File: config.mk
export PLATFORM = sky130hd
export DESIGN_NAME = zap_copro_dispatch_flat
export DESIGN_NICKNAME = d
export VERILOG_FILES = /design/src/rtl/zap_copro_dispatch_pkg.sv /design/src/rtl/zap_copro_dispatch_if.sv /design/src/rtl/zap_copro_timeout.sv /design/src/rtl/zap_copro_dispatch.sv /design/src/flat_wrapper.sv
export SDC_FILE = /design/constraint.sdc
export NUM_CORES = 1
export LEC_CHECK = 0
export CORE_ASPECT_RATIO = 0.6
export CORE_MARGIN = 5
export CORE_UTILIZATION = 39
export DETAILED_ROUTE_END_ITERATION = 7
export GPL_ROUTABILITY_DRIVEN = 0
export PLACE_DENSITY = 0.75
export SLEW_MARGIN = 20
export SYNTH_ARGS = -nofsm -noshare
export SYNTH_HDL_FRONTEND = slang
export SYNTH_HIERARCHICAL = 1
export SYNTH_SLANG_ARGS = --single-unit
File: constraint.sdc
create_clock -name i_clk -period 1.65 [get_ports i_clk]
set_input_delay 0.165 -clock i_clk [delete_from_list [all_inputs] [get_ports i_clk]]
set_output_delay 0.165 -clock i_clk [all_outputs]
set_load 0.01 [all_outputs]
File: src/rtl/zap_copro_dispatch_pkg.sv
// Coprocessor dispatch shared definitions.
// FSM state encoding, CP numbers and the default slot-to-CP map.
package zap_copro_dispatch_pkg;

  localparam logic [3:0] CP15_ID = 4'd15;
  localparam logic [3:0] CP14_ID = 4'd14;

  // Slot 0 in the LSBs: slot 0 = CP15, slot 1 = CP14.
  localparam logic [7:0] DEF_CP_ID_MAP = {CP14_ID, CP15_ID};

  typedef enum logic [2:0] {
    ST_IDLE  = 3'd0,
    ST_ISSUE = 3'd1,
    ST_WAIT  = 3'd2,
    ST_DONE  = 3'd3,
    ST_DRAIN = 3'd4
  } cp_state_e;

endpackage

File: src/rtl/zap_copro_dispatch_if.sv
// Predecode and coprocessor-slot handshake bundle.
// master: dispatcher side; slave: predecode + coprocessor slots.
interface zap_copro_dispatch_if #(
  parameter int NUM_CP = 2
);

  logic              i_copro_dav;
  logic [31:0]       i_copro_word;
  logic              o_copro_done;
  logic              o_copro_undef;
  logic [NUM_CP-1:0] o_cp_req;
  logic [31:0]       o_cp_word;
  logic [NUM_CP-1:0] i_cp_ack;
  logic              o_busy;

  modport master (
    input  i_copro_dav,
    input  i_copro_word,
    input  i_cp_ack,
    output o_copro_done,
    output o_copro_undef,
    output o_cp_req,
    output o_cp_word,
    output o_busy
  );

  modport slave (
    output i_copro_dav,
    output i_copro_word,
    output i_cp_ack,
    input  o_copro_done,
    input  o_copro_undef,
    input  o_cp_req,
    input  o_cp_word,
    input  o_busy
  );

endinterface

File: src/rtl/zap_copro_timeout.sv
// Wait-state counter: load TIMEOUT, decrement, clear.
// Ports: i_clk, i_reset, i_load, i_dec, i_clr; o_expire = next dec hits 0.
module zap_copro_timeout #(
  parameter  int TIMEOUT = 16,
  localparam int W       = $clog2(TIMEOUT + 1)
) (
  input  logic i_clk,
  input  logic i_reset,
  input  logic i_load,
  input  logic i_dec,
  input  logic i_clr,
  output logic o_expire
);

  logic [W-1:0] cnt_q, cnt_d;

  always_comb begin
    cnt_d = cnt_q;
    unique case (1'b1)
      i_clr:  cnt_d = '0;
      i_load: cnt_d = W'(TIMEOUT);
      i_dec:  if (cnt_q != '0) cnt_d = cnt_q - W'(1);
      default: ;
    endcase
  end

  always_ff @(posedge i_clk) begin
    if (i_reset) cnt_q <= '0;
    else         cnt_q <= cnt_d;
  end

  assign o_expire = (cnt_q == W'(1));

endmodule

File: src/rtl/zap_copro_dispatch.sv
// One-at-a-time coprocessor dispatcher from predecode to NUM_CP slots.
// Ports: i_clk, i_reset, bus (dav/word in, done/undef out, req/word/ack to slots, busy).
module zap_copro_dispatch
  import zap_copro_dispatch_pkg::*;
#(
  parameter int                  NUM_CP    = 2,
  parameter logic [4*NUM_CP-1:0] CP_ID_MAP = (4*NUM_CP)'(DEF_CP_ID_MAP),
  parameter int                  TIMEOUT   = 16
) (
  input logic                  i_clk,
  input logic                  i_reset,
  zap_copro_dispatch_if.master bus
);

  cp_state_e         state_q, state_d;
  logic [31:0]       word_q, word_d;
  logic [NUM_CP-1:0] sel_q, sel_d;
  logic [NUM_CP-1:0] req_q, req_d;
  logic [NUM_CP-1:0] hit;
  logic              pend_q, pend_d;
  logic              done_q, undef_q, busy_q;
  logic              cnt_load, cnt_dec, cnt_clr;
  logic              expire, ack_hit, found;

  // Lowest slot wins when two slots carry the same CP number.
  always_comb begin
    hit   = '0;
    found = 1'b0;
    for (int i = 0; i < NUM_CP; i++) begin
      if (!found &&
          CP_ID_MAP[4*i +: 4] == bus.i_copro_word[11:8]) begin
        hit[i] = 1'b1;
        found  = 1'b1;
      end
    end
  end

  assign ack_hit = |(bus.i_cp_ack & sel_q);

  zap_copro_timeout #(
    .TIMEOUT(TIMEOUT)
  ) u_timeout (
    .i_clk    (i_clk),
    .i_reset  (i_reset),
    .i_load   (cnt_load),
    .i_dec    (cnt_dec),
    .i_clr    (cnt_clr),
    .o_expire (expire)
  );

  always_comb begin
    state_d  = state_q;
    word_d   = word_q;
    sel_d    = sel_q;
    req_d    = req_q;
    pend_d   = pend_q;
    cnt_load = 1'b0;
    cnt_dec  = 1'b0;
    cnt_clr  = 1'b0;
    unique case (state_q)
      ST_IDLE: begin
        if (bus.i_copro_dav) begin
          word_d  = bus.i_copro_word;
          sel_d   = hit;
          pend_d  = ~found;
          state_d = found ? ST_ISSUE : ST_DONE;
        end
      end
      ST_ISSUE: begin
        if (!bus.i_copro_dav) begin
          state_d = ST_IDLE;
        end else begin
          req_d    = sel_q;
          cnt_load = 1'b1;
          state_d  = ST_WAIT;
        end
      end
      ST_WAIT: begin
        // Pipeline clear beats everything; ack beats expiry.
        if (!bus.i_copro_dav) begin
          req_d   = '0;
          cnt_clr = 1'b1;
          state_d = ST_IDLE;
        end else if (ack_hit) begin
          req_d   = '0;
          cnt_clr = 1'b1;
          pend_d  = 1'b0;
          state_d = ST_DONE;
        end else begin
          cnt_dec = 1'b1;
          if (expire) begin
            req_d   = '0;
            pend_d  = 1'b1;
            state_d = ST_DONE;
          end
        end
      end
      ST_DONE: state_d = ST_DRAIN;
      ST_DRAIN: begin
        if (!bus.i_copro_dav) state_d = ST_IDLE;
      end
      default: state_d = ST_IDLE;
    endcase
  end

  always_ff @(posedge i_clk) begin
    if (i_reset) begin
      state_q <= ST_IDLE;
      word_q  <= '0;
      sel_q   <= '0;
      req_q   <= '0;
      pend_q  <= 1'b0;
      done_q  <= 1'b0;
      undef_q <= 1'b0;
      busy_q  <= 1'b0;
    end else begin
      state_q <= state_d;
      word_q  <= word_d;
      sel_q   <= sel_d;
      req_q   <= req_d;
      pend_q  <= pend_d;
      done_q  <= (state_q == ST_DONE);
      undef_q <= (state_q == ST_DONE) && pend_q;
      busy_q  <= (state_d != ST_IDLE);
    end
  end

  assign bus.o_copro_done  = done_q;
  assign bus.o_copro_undef = undef_q;
  assign bus.o_cp_req      = req_q;
  assign bus.o_cp_word     = word_q;
  assign bus.o_busy        = busy_q;

endmodule
File: src/flat_wrapper.sv
// flat-port wrapper written by rule: the top's interface ports become plain ports
module zap_copro_dispatch_flat import zap_copro_dispatch_pkg::*;
#(
  parameter int                  NUM_CP    = 2,
  parameter logic [4*NUM_CP-1:0] CP_ID_MAP = (4*NUM_CP)'(DEF_CP_ID_MAP),
  parameter int                  TIMEOUT   = 16
)
  (i_clk, i_reset, bus_i_copro_dav, bus_i_copro_word, bus_i_cp_ack, bus_o_copro_done, bus_o_copro_undef, bus_o_cp_req, bus_o_cp_word, bus_o_busy);
  zap_copro_dispatch_if #(.NUM_CP(NUM_CP)) bus_i ();
  input logic i_clk;
  input logic i_reset;
  input wire logic [$bits(bus_i.i_copro_dav)-1:0] bus_i_copro_dav;
  input wire logic [$bits(bus_i.i_copro_word)-1:0] bus_i_copro_word;
  input wire logic [$bits(bus_i.i_cp_ack)-1:0] bus_i_cp_ack;
  output wire logic [$bits(bus_i.o_copro_done)-1:0] bus_o_copro_done;
  output wire logic [$bits(bus_i.o_copro_undef)-1:0] bus_o_copro_undef;
  output wire logic [$bits(bus_i.o_cp_req)-1:0] bus_o_cp_req;
  output wire logic [$bits(bus_i.o_cp_word)-1:0] bus_o_cp_word;
  output wire logic [$bits(bus_i.o_busy)-1:0] bus_o_busy;
  assign bus_i.i_copro_dav = bus_i_copro_dav;
  assign bus_i.i_copro_word = bus_i_copro_word;
  assign bus_i.i_cp_ack = bus_i_cp_ack;
  assign bus_o_copro_done = bus_i.o_copro_done;
  assign bus_o_copro_undef = bus_i.o_copro_undef;
  assign bus_o_cp_req = bus_i.o_cp_req;
  assign bus_o_cp_word = bus_i.o_cp_word;
  assign bus_o_busy = bus_i.o_busy;
  zap_copro_dispatch #(.NUM_CP(NUM_CP), .CP_ID_MAP(CP_ID_MAP), .TIMEOUT(TIMEOUT)) u_core (.i_clk(i_clk), .i_reset(i_reset), .bus(bus_i));
endmodule
# Word-level counts from Yosys, hierarchy flattened
# Index checks and enable logic that the tools add are counted.
[totals]
inputBits = 37
out_inout_bits = 37
register_bits = 48
word_cells = 70
[classes]
n_reduce_logical = 14
n_eq_ne = 13
n_bitwise = 2
add_sub_neg = 1
mux = 31
[ops]
columns = ["op", "count"]
rows = [
  ["$mux W1", 15],
  ["$mux W3", 5],
  ["$pmux W3 S5", 1],
  ["$pmux W5 S3", 1],
  ["$mux W2", 6],
  ["$eq A4 B4 Y1 const A", 2],
  ["$ne A2 B2 Y1 const B", 4],
  ["$eq A3 B2 Y1 const B", 2],
  ["$reduce_bool A3 Y1", 2],
  ["$eq A5 B1 Y1 const B", 1],
  ["$mux W5", 1],
  ["$reduce_bool A5 Y1", 1],
  ["$sub A5 B1 Y5 const B", 1],
  ["$ne A4 B2 Y1 const B", 1],
  ["$pmux W2 S2", 1],
  ["$reduce_and A2 Y1", 2],
  ["$reduce_and A4 Y1", 1],
  ["$reduce_bool A2 Y1", 2],
  ["$eq A3 B1 Y1 const B", 1],
  ["$eq A3 B3 Y1 const B", 1],
  ["$logic_not A3 Y1", 1],
  ["$ne A3 B1 Y1 const B", 1],
  ["$reduce_and A3 Y1", 1],
  ["$and A2 B2 Y2", 1],
  ["other kinds (5)", 6],
]

# Longest topological paths before layout
# Gate-level depths: netlist of the first run.
[depth]
ltp_word = 9
depth_mapped = 6
mapped_depth_nobuf = 6

# By module
# The synthesis of the first run kept the hierarchy.
[modules_own_cells]
columns = ["module", "area_each_um2", "seq_area_each_um2", "cells_each", "n_inst"]
rows = [
  ["zap_copro_dispatch", 1620.3, 860.8, 200, 1],
  ["zap_copro_timeout", 354.1, 100.1, 39, 1],
]

# Worst setup path after synthesis of the first run
# OpenSTA, ideal clock, no wires.
[synth_path]
path_kind = "register to register"
start = "register u_core.state_q[1]"
end = "register u_core.u_timeout.cnt_q[4]"
setup_time_ns = 0.120
path_stages_with_launch = 7
t_required_ns = 1.530
synth_period_minus_slack_ns = 1.815
arrival_time_ns = 1.695
path_slack_ns = -0.165
n_path_buf = 1
cell_sequence = "dfxtp_1 -> clkbuf_1 -> nand2b_1 -> nor3_1 -> nor3_1 -> and2_1 -> o31a_1"
[synth_between]
elab_chain_cells = 4
elab_cells_between_ends = 9
classes_between = "3 x eq/ne; 4 x mux; 2 x reduce/logical"
[synth_rtl]
columns = ["item", "line_no", "text"]
rows = [
  ["start, declared", "zap_copro_dispatch.sv:15", "cp_state_e state_q, state_d;"],
  ["start signal, assigned", "zap_copro_dispatch.sv:117", "state_q <= state_d;"],
  ["$eq A3 B2 Y1 *", "zap_copro_dispatch.sv:60", "unique case (state_q)"],
  ["$mux W1 *", "zap_copro_dispatch.sv:60", ""],
  ["net u_core.cnt_dec", "zap_copro_dispatch.sv:22", "logic cnt_load, cnt_dec, cnt_clr;"],
  ["$ne A2 B2 Y1 (no line) / $reduce_bool A3 Y1 (equally long branches)", "n/a", ""],
  ["$reduce_and A2 Y1 (no line)", "n/a", ""],
  ["end signal, assigned", "zap_copro_timeout.sv:29", "else cnt_q <= cnt_d;"],
  ["end, declared", "zap_copro_timeout.sv:15", "logic [W-1:0] cnt_q, cnt_d;"],
]
# The timed path passes the listed nets; every way through them passes the cells marked *.
# A chain may end at the register's enable or synchronous reset.

# Final worst setup path of the first run
[layout_path]
start = "input bus_i_copro_dav"
end = "register u_core.sel_q[1]"
[layout_between]
elab_chain_cells = 1
[layout_rtl]
columns = ["item", "line_no", "text"]
rows = [
  ["start, declared", "flat_wrapper.sv:12", "input wire logic [$bits(bus_i.i_copro_dav)-1:0] bus_i_copro_dav;"],
  ["$reduce_and A2 Y1 (no line)", "n/a", ""],
  ["end signal, assigned", "zap_copro_dispatch.sv:119", "sel_q <= sel_d;"],
  ["end, declared", "zap_copro_dispatch.sv:17", "logic [NUM_CP-1:0] sel_q, sel_d;"],
]
# No other way between the ends.

==> impl_metrics.csv, run 1 <==
group,metric,value,unit
route,routed_via_density,4.90,
logic_synthesis,synth_top_flop_cell,"dfxtp_1",
cells_and_area,diodes,0,
place,detailedPlacementHpwl,4000,µm
critical_path,cp_max_fo,4,
die,io-pin-count,74,
logic_synthesis,syn_area,0.00197,mm²
cells_and_area,drive_above_1_share,14.5,%
worst_hold_path,whs_path_depth,3,
logic_synthesis,seq_area_frac_synth,48.7,%
critical_path,crit_required,1.87,ns
critical_path,worstSetupPathType,"input port to flip-flop",
power_and_ir_drop,p_leak,0.00115,µW
logic_synthesis,ys_types,38,
route,postRouteAntennaNets,0,
timing,final-hold-violation-count,0,
die,fp.dieH,65.1,µm
cts,cts_tree,"yes",
run_status,outcome,"finished clean",
critical_path,reg2reg_from,"u_core/sel_q[0]$_SDFFE_PP0P_",
critical_path,ff2ff_path_depth,6,
logic_synthesis,synthCells,239,
route,num_vias,1941,
cts,cts_buffer_depth,2,
timing,slew_headroom,72.5,%
power_and_ir_drop,p_int,1970,µW
cells_and_area,utilization,61.7,%
run,cap_viol_max_count,0,
global_route,grt_max_degree,23,
logic_synthesis,syn-num-nets,279,
timing,fmax,0.626,GHz
timing,worstMarginPinSlew,0.409,ns
critical_path,startpoint_type,"input port",
power_and_ir_drop,netSwitchingFraction,26.0,%
logic_synthesis,ys_warn_count,6,
power_and_ir_drop,seqPwrFrac,47.5,%
die,core_area,0.00498,mm²
place,port_buffers,73,
route,drt_first_pass_iters,4,
timing,period_minus_slack,1.60,ns
cells_and_area,final_common_cell,"clkdlybuf4s50_1",
die,rows,20,
logic_synthesis,async_flop_share,0,%
cts,cts.clk_slew.worst_paths,0.10,ns
logic_synthesis,synth_area_per_cell,8.26,µm²
power_and_ir_drop,combPwrFrac,19.9,%
timing,holdWs,0.403,ns
worst_hold_path,hp-start,"bus_i_copro_word[28]",
critical_path,ff2ff_setup_slack,0.06,ns
power_and_ir_drop,ir_drop,0.477,mV
critical_path,arrival,1.82,ns
critical_path,max_stage_delay,0.50,ns
power_and_ir_drop,p_clk_share,32.6,%
cts,insertion_delay,0.30,ns
route,routedWlPerCell,13.7,µm
route,drc,0,
die,start_util,39.6,%
timing,clock-skew-final,0.00647,ns
cells_and_area,layout.nets,369,
cts,cts_max_level,2,
timing,fin_tns_setup,0,ns
route,wl,5440,µm
power_and_ir_drop,power.switching,692,µW
die,dieArea,0.00663,mm²
global_route,antenna_found_initial,0,
global_route,grt_pass1_vias,1855,
critical_path,crit_path_top_delay_cell,"clkdlybuf4s50_1",
logic_synthesis,ys_ff_latch,48,
global_route,track_usage,16.4,%
logic_synthesis,synth_edf_count,0,
cells_and_area,final_cell_mix,"73 x clkdlybuf4s50_1, 72 x nand2_1, 44 x a21oi_1, 44 x dfxtp_1, 24 x buf_4",
cts,cts.sinks,48,
critical_path,cp_cell_sequence,"clkdlybuf4s50_1 -> buf_4 -> or4b_4 -> or3_1 -> a21oi_1",
power_and_ir_drop,finalPower,2660,µW
die,fp.dieW,102,µm
place,dp_cells,387,
cts,cts-buffers-inserted,5,
global_route,grt_pass1_wl,8720,µm
worst_hold_path,hold_class,"input port to flip-flop",
timing,finalSetupViolCount,0,
timing,finalMaxSlewViolations,0,
critical_path,r2r_end,"u_core/u_timeout/cnt_q[4]$_SDFFE_PP0P_",
route,drtIter0Drc,79,
critical_path,cp-end-kind,"flip-flop",
global_route,grt_overflow,0,
cells_and_area,area_delta_synth_final,55.7,%
cts,cts-root-buf,"clkbuf_8",
worst_hold_path,hold_end,"u_core/bus.o_cp_word[28]$_SDFFE_PP0P_",
timing,period_share,96.8,%
cells_and_area,fin_cells,396,
power_and_ir_drop,power.density,867,mW/mm²
-- power groups by stage --
stage | registers [µW] | logic (µW) | clock network (µW)
floorplan | 1310 | 208 | 0
global placement | 1290 | 518 | 0
detailed placement | 1290 | 526 | 0
CTS | 1260 | 531 | 896
global route | 1280 | 581 | 946
finish | 1270 | 530 | 869
-- how the worst max path moves through the flow --
stage                     depth (start not counted)                                      to  slack (ns)                    startpoint
after floorplan                                   6  u_core/u_timeout/cnt_q[4]$_SDFFE_PP0P_       0.001  u_core/state_q[0]$_SDFF_PP0_
after global placement                            7  u_core/u_timeout/cnt_q[0]$_SDFFE_PP0P_       -0.30               bus_i_cp_ack[0]
after detailed placement                          7  u_core/u_timeout/cnt_q[1]$_SDFFE_PP0P_       -0.29               bus_i_cp_ack[0]
after CTS                                         6  u_core/u_timeout/cnt_q[2]$_SDFFE_PP0P_        0.04  u_core/sel_q[0]$_SDFFE_PP0P_
after global routing                              5            u_core/sel_q[1]$_SDFFE_PP0P_       -0.01               bus_i_copro_dav
final                                             5            u_core/sel_q[1]$_SDFFE_PP0P_        0.05               bus_i_copro_dav
-- worst max-delay path: cells and delay by family --
family | cells | cell delay (ns)
buf+inv | 2 | 0.64
compound gates | 1 | 0.17
simple gates | 2 | 0.84
-- cells in the mapped netlist (2+ instances only) --
cell	n	area, µm²
nand2_1	72	270
dfxtp_1	48	961
a21oi_1	44	220
clkbuf_1	11	41.3
and2_1	4	25.0
buf_2	4	20.0
inv_1	4	15.0
ha_1	3	37.5
mux2i_1	3	30.0
nand3_1	3	15.0
nor2_1	3	11.3
nor3b_1	3	22.5
o31ai_1	3	22.5
or3_1	3	18.8
a2111o_1	2	22.5
a211oi_1	2	15.0
a311oi_1	2	17.5
nand3b_1	2	15.0
nor3_1	2	10.0
or2b_1	2	15.0
or3b_2	2	17.5
-- metal layers --
metal	global-route usage, %	share of wire (%)	vias to the layer above	wire length (µm)
met4	3.44	0.53	0	29
li1	-	-	996	-
met5	0	0	-	0
met1	21.2	46	888	2510
met2	24.2	42	53	2270
met3	9.12	12	4	626
-- state kept, by name (all words and copies together), names as in the netlist --
name                      count
u_core/bus.o_busy             1
u_core/bus.o_copro_done       1
u_core/bus.o_copro_undef      1
u_core/bus.o_cp_req           2
u_core/bus.o_cp_word         32
u_core/pend_q                 1
u_core/sel_q                  2
u_core/state_q                3
u_core/u_timeout/cnt_q        5
-- timing repair --
action,4_1_cts,5_1_grt
gates cloned,0,0
gates resized for setup,1,6
pin swaps,0,1
hold buffers,0,0
setup buffers,0,1
hold endpoints to repair,0,0
endpoints found under the setup margin,2,6
-- final cells by class --
type | count | area [µm²]
tap | 66 | 82.6
multi-input combinational | 172 | 965
timing repair buffer | 98 | 931
fill | 443 | 1910
sequential | 48 | 966
clock inverter | 3 | 46.3
inverter | 4 | 15.0
clock buffer | 5 | 68.8
-- stage by stage --
step	cell area, µm²	setup WS (ns)
2_1_floorplan	1980	0.00112
3_5_place_dp	2930	-0.285
6_report	3070	0.0525
4_1_cts	3050	0.0379
3_3_place_gp	2930	-0.295
5_1_grt	3070	-0.0109
-- logic make-up after synthesis --
logic type	share of synthesized area, %
and+or+nand+nor	24.8
AOI/OAI and AO/OA	19.3
DFF	48.7
buffers and inverters	3.87
muxes	1.52
adders and majority gates	1.90
No activity file was read; power rests on OpenSTA's default activity.
==> run 2, diff against run 1 <==
- CORE_UTILIZATION: 39 -> 41
- CTS_BUF_LIST: unset -> sky130_fd_sc_hd__clkbuf_8
- PLACE_DENSITY: 0.75 -> 0.78
==> run 2 against run 1 <==
  * Sequential share of layout area is 0.78 points higher
  * Total power fell by 9.1%
  * Non-clock buffer count down 3
  * Worst setup slack better by 0.015 ns
  * Register-to-register slack is essentially flat
  * Wire length down 4.7%
  * First-iteration DRC count is 46% lower
  * Core utilization is 3.1 points higher
  * Clock power decreased by 26%
  * Final area decreased by 2.8%
  * Fmax up 0.93%
  * Cell count decreased by 1.8%
  * Highest routed layer unchanged
==> impl_metrics.csv, run 2 (synthesis results as in run 1) <==
group,metric,value,unit
timing,finalSetupViolCount,0,
power_and_ir_drop,p_int,1790,µW
run,cap_viol_max_count,0,
global_route,grt_pass1_vias,1772,
power_and_ir_drop,seqPwrFrac,52.1,%
route,routedWlPerCell,13.3,µm
timing,finalMaxSlewViolations,0,
power_and_ir_drop,power.density,811,mW/mm²
timing,worstMarginPinSlew,0.457,ns
power_and_ir_drop,ir_drop,0.454,mV
die,fp.dieH,63.8,µm
route,drc,0,
cells_and_area,layout.nets,366,
route,num_vias,1927,
die,dieArea,0.00635,mm²
cts,postCtsHoldBufs,0,
cells_and_area,diodes,0,
power_and_ir_drop,p_leak,0.00113,µW
timing,clock-skew-final,0.00424,ns
place,port_buffers,73,
cells_and_area,drive_above_1_share,11.7,%
route,wl,5180,µm
timing,final-hold-violation-count,0,
cts,cts-root-buf,"clkbuf_8",
power_and_ir_drop,p_clk_share,26.5,%
cts,post_cts_buffers,0,
cts,postCtsResizedCells,0,
route,drt_first_pass_iters,4,
die,core_area,0.00461,mm²
critical_path,crit_required,1.88,ns
timing,period_share,95.9,%
power_and_ir_drop,netSwitchingFraction,26.2,%
global_route,grt_overflow,0,
timing,period_minus_slack,1.58,ns
timing,slew_headroom,69.4,%
timing,rsz0062_at_grt,"false",
die,fp.dieW,99.6,µm
critical_path,worstSetupPathType,"flip-flop to flip-flop",
timing,fmax,0.632,GHz
route,routed_via_density,4.95,
cells_and_area,fin_cells,389,
critical_path,cp-end-kind,"flip-flop",
timing,fin_tns_setup,0,ns
cts,cts.clk_slew.worst_paths,0.08,ns
die,rows,19,
critical_path,startpoint_type,"flip-flop",
global_route,antenna_found_initial,0,
critical_path,arrival,1.81,ns
cells_and_area,largest_reg_flops,32,
place,preCtsSetupSlack,-0.256,ns
cts,cts_max_level,2,
timing,fin_ws,0.0673,ns
run_status,outcome,"finished clean",
power_and_ir_drop,power.switching,635,µW
cts,cts.sinks,48,
cts,cts_buffer_depth,2,
place,detailedPlacementHpwl,3940,µm
route,postRouteAntennaNets,0,
cts,insertion_delay,0.29,ns
die,io-pin-count,74,
route,drtIter0Drc,43,
timing,holdWs,0.353,ns
global_route,grt_pass1_wl,8400,µm
critical_path,cp_max_fo,4,
cts,cts-buffers-inserted,5,
cts,cts_tree,"yes",
cells_and_area,area_delta_synth_final,51.3,%
die,start_util,42.8,%
cells_and_area,final_cell_mix,"72 x clkdlybuf4s50_1, 72 x nand2_1, 47 x dfxtp_1",
worst_hold_path,hold_class,"input port to flip-flop",
global_route,grt_max_degree,26,
power_and_ir_drop,combPwrFrac,21.4,%
place,dp_cells,382,
global_route,track_usage,16.4,%
==> run 2: power by group through the flow <==
stage | clock [µW] | combinational [µW] | sequential, µW
CTS | 671 | 519 | 1260
global placement | 0 | 510 | 1290
finish | 643 | 517 | 1260
floorplan | 0 | 208 | 1310
detailed placement | 0 | 516 | 1290
global route | 736 | 563 | 1270
==> run 2: cell type report <==
type	count	area [µm²]
Tap cell	63	78.8
Clock buffer	5	68.8
Timing Repair Buffer	95	898
Inverter	4	15.0
Clock inverter	2	8.76
Fill cell	396	1620
Multi-Input combinational cell	172	956
Sequential cell	48	962
==> run 2: final timing paths <==
check,from,end,slack [ns],cells after the start
max,u_core/u_timeout/cnt_q[0]$_SDFFE_PP0P_,u_core/u_timeout/cnt_q[3]$_SDFFE_PP0P_,0.07,6
min,bus_i_copro_dav,u_core/bus.o_busy$_SDFF_PP0_,0.35,4
max reg2reg,u_core/u_timeout/cnt_q[0]$_SDFFE_PP0P_,u_core/u_timeout/cnt_q[3]$_SDFFE_PP0P_,0.07,6
min reg2reg,u_core/bus.o_cp_word[6]$_SDFFE_PP0P_,u_core/bus.o_cp_word[6]$_SDFFE_PP0P_,0.45,2
==> run 2: worst max-delay path, cell delays in order (launching register included) <==
cell	delay, ns
dfxtp_1	0.39
inv_1	0.10
ha_1	0.24
and2_1	0.19
buf_4	0.14
a211oi_2	0.25
mux2i_1	0.20
==> run 2: per-layer routing <==
layer | GRT usage, % | up-vias | wire (µm)
li1 | - | 992 | -
met1 | 21.5 | 862 | 2340
met2 | 22.7 | 69 | 2090
met3 | 10.2 | 4 | 716
met4 | 4.09 | 0 | 34
met5 | 0 | - | 0
==> run 2: through the flow <==
stage,util [%],area (µm²),total power (µW)
after floorplan,-,1980,1520
after global placement,62.9,2900,1800
after detailed placement,62.9,2900,1810
after CTS,64.6,2980,2450
after global routing,64.8,2990,2570
final,64.8,2990,2420
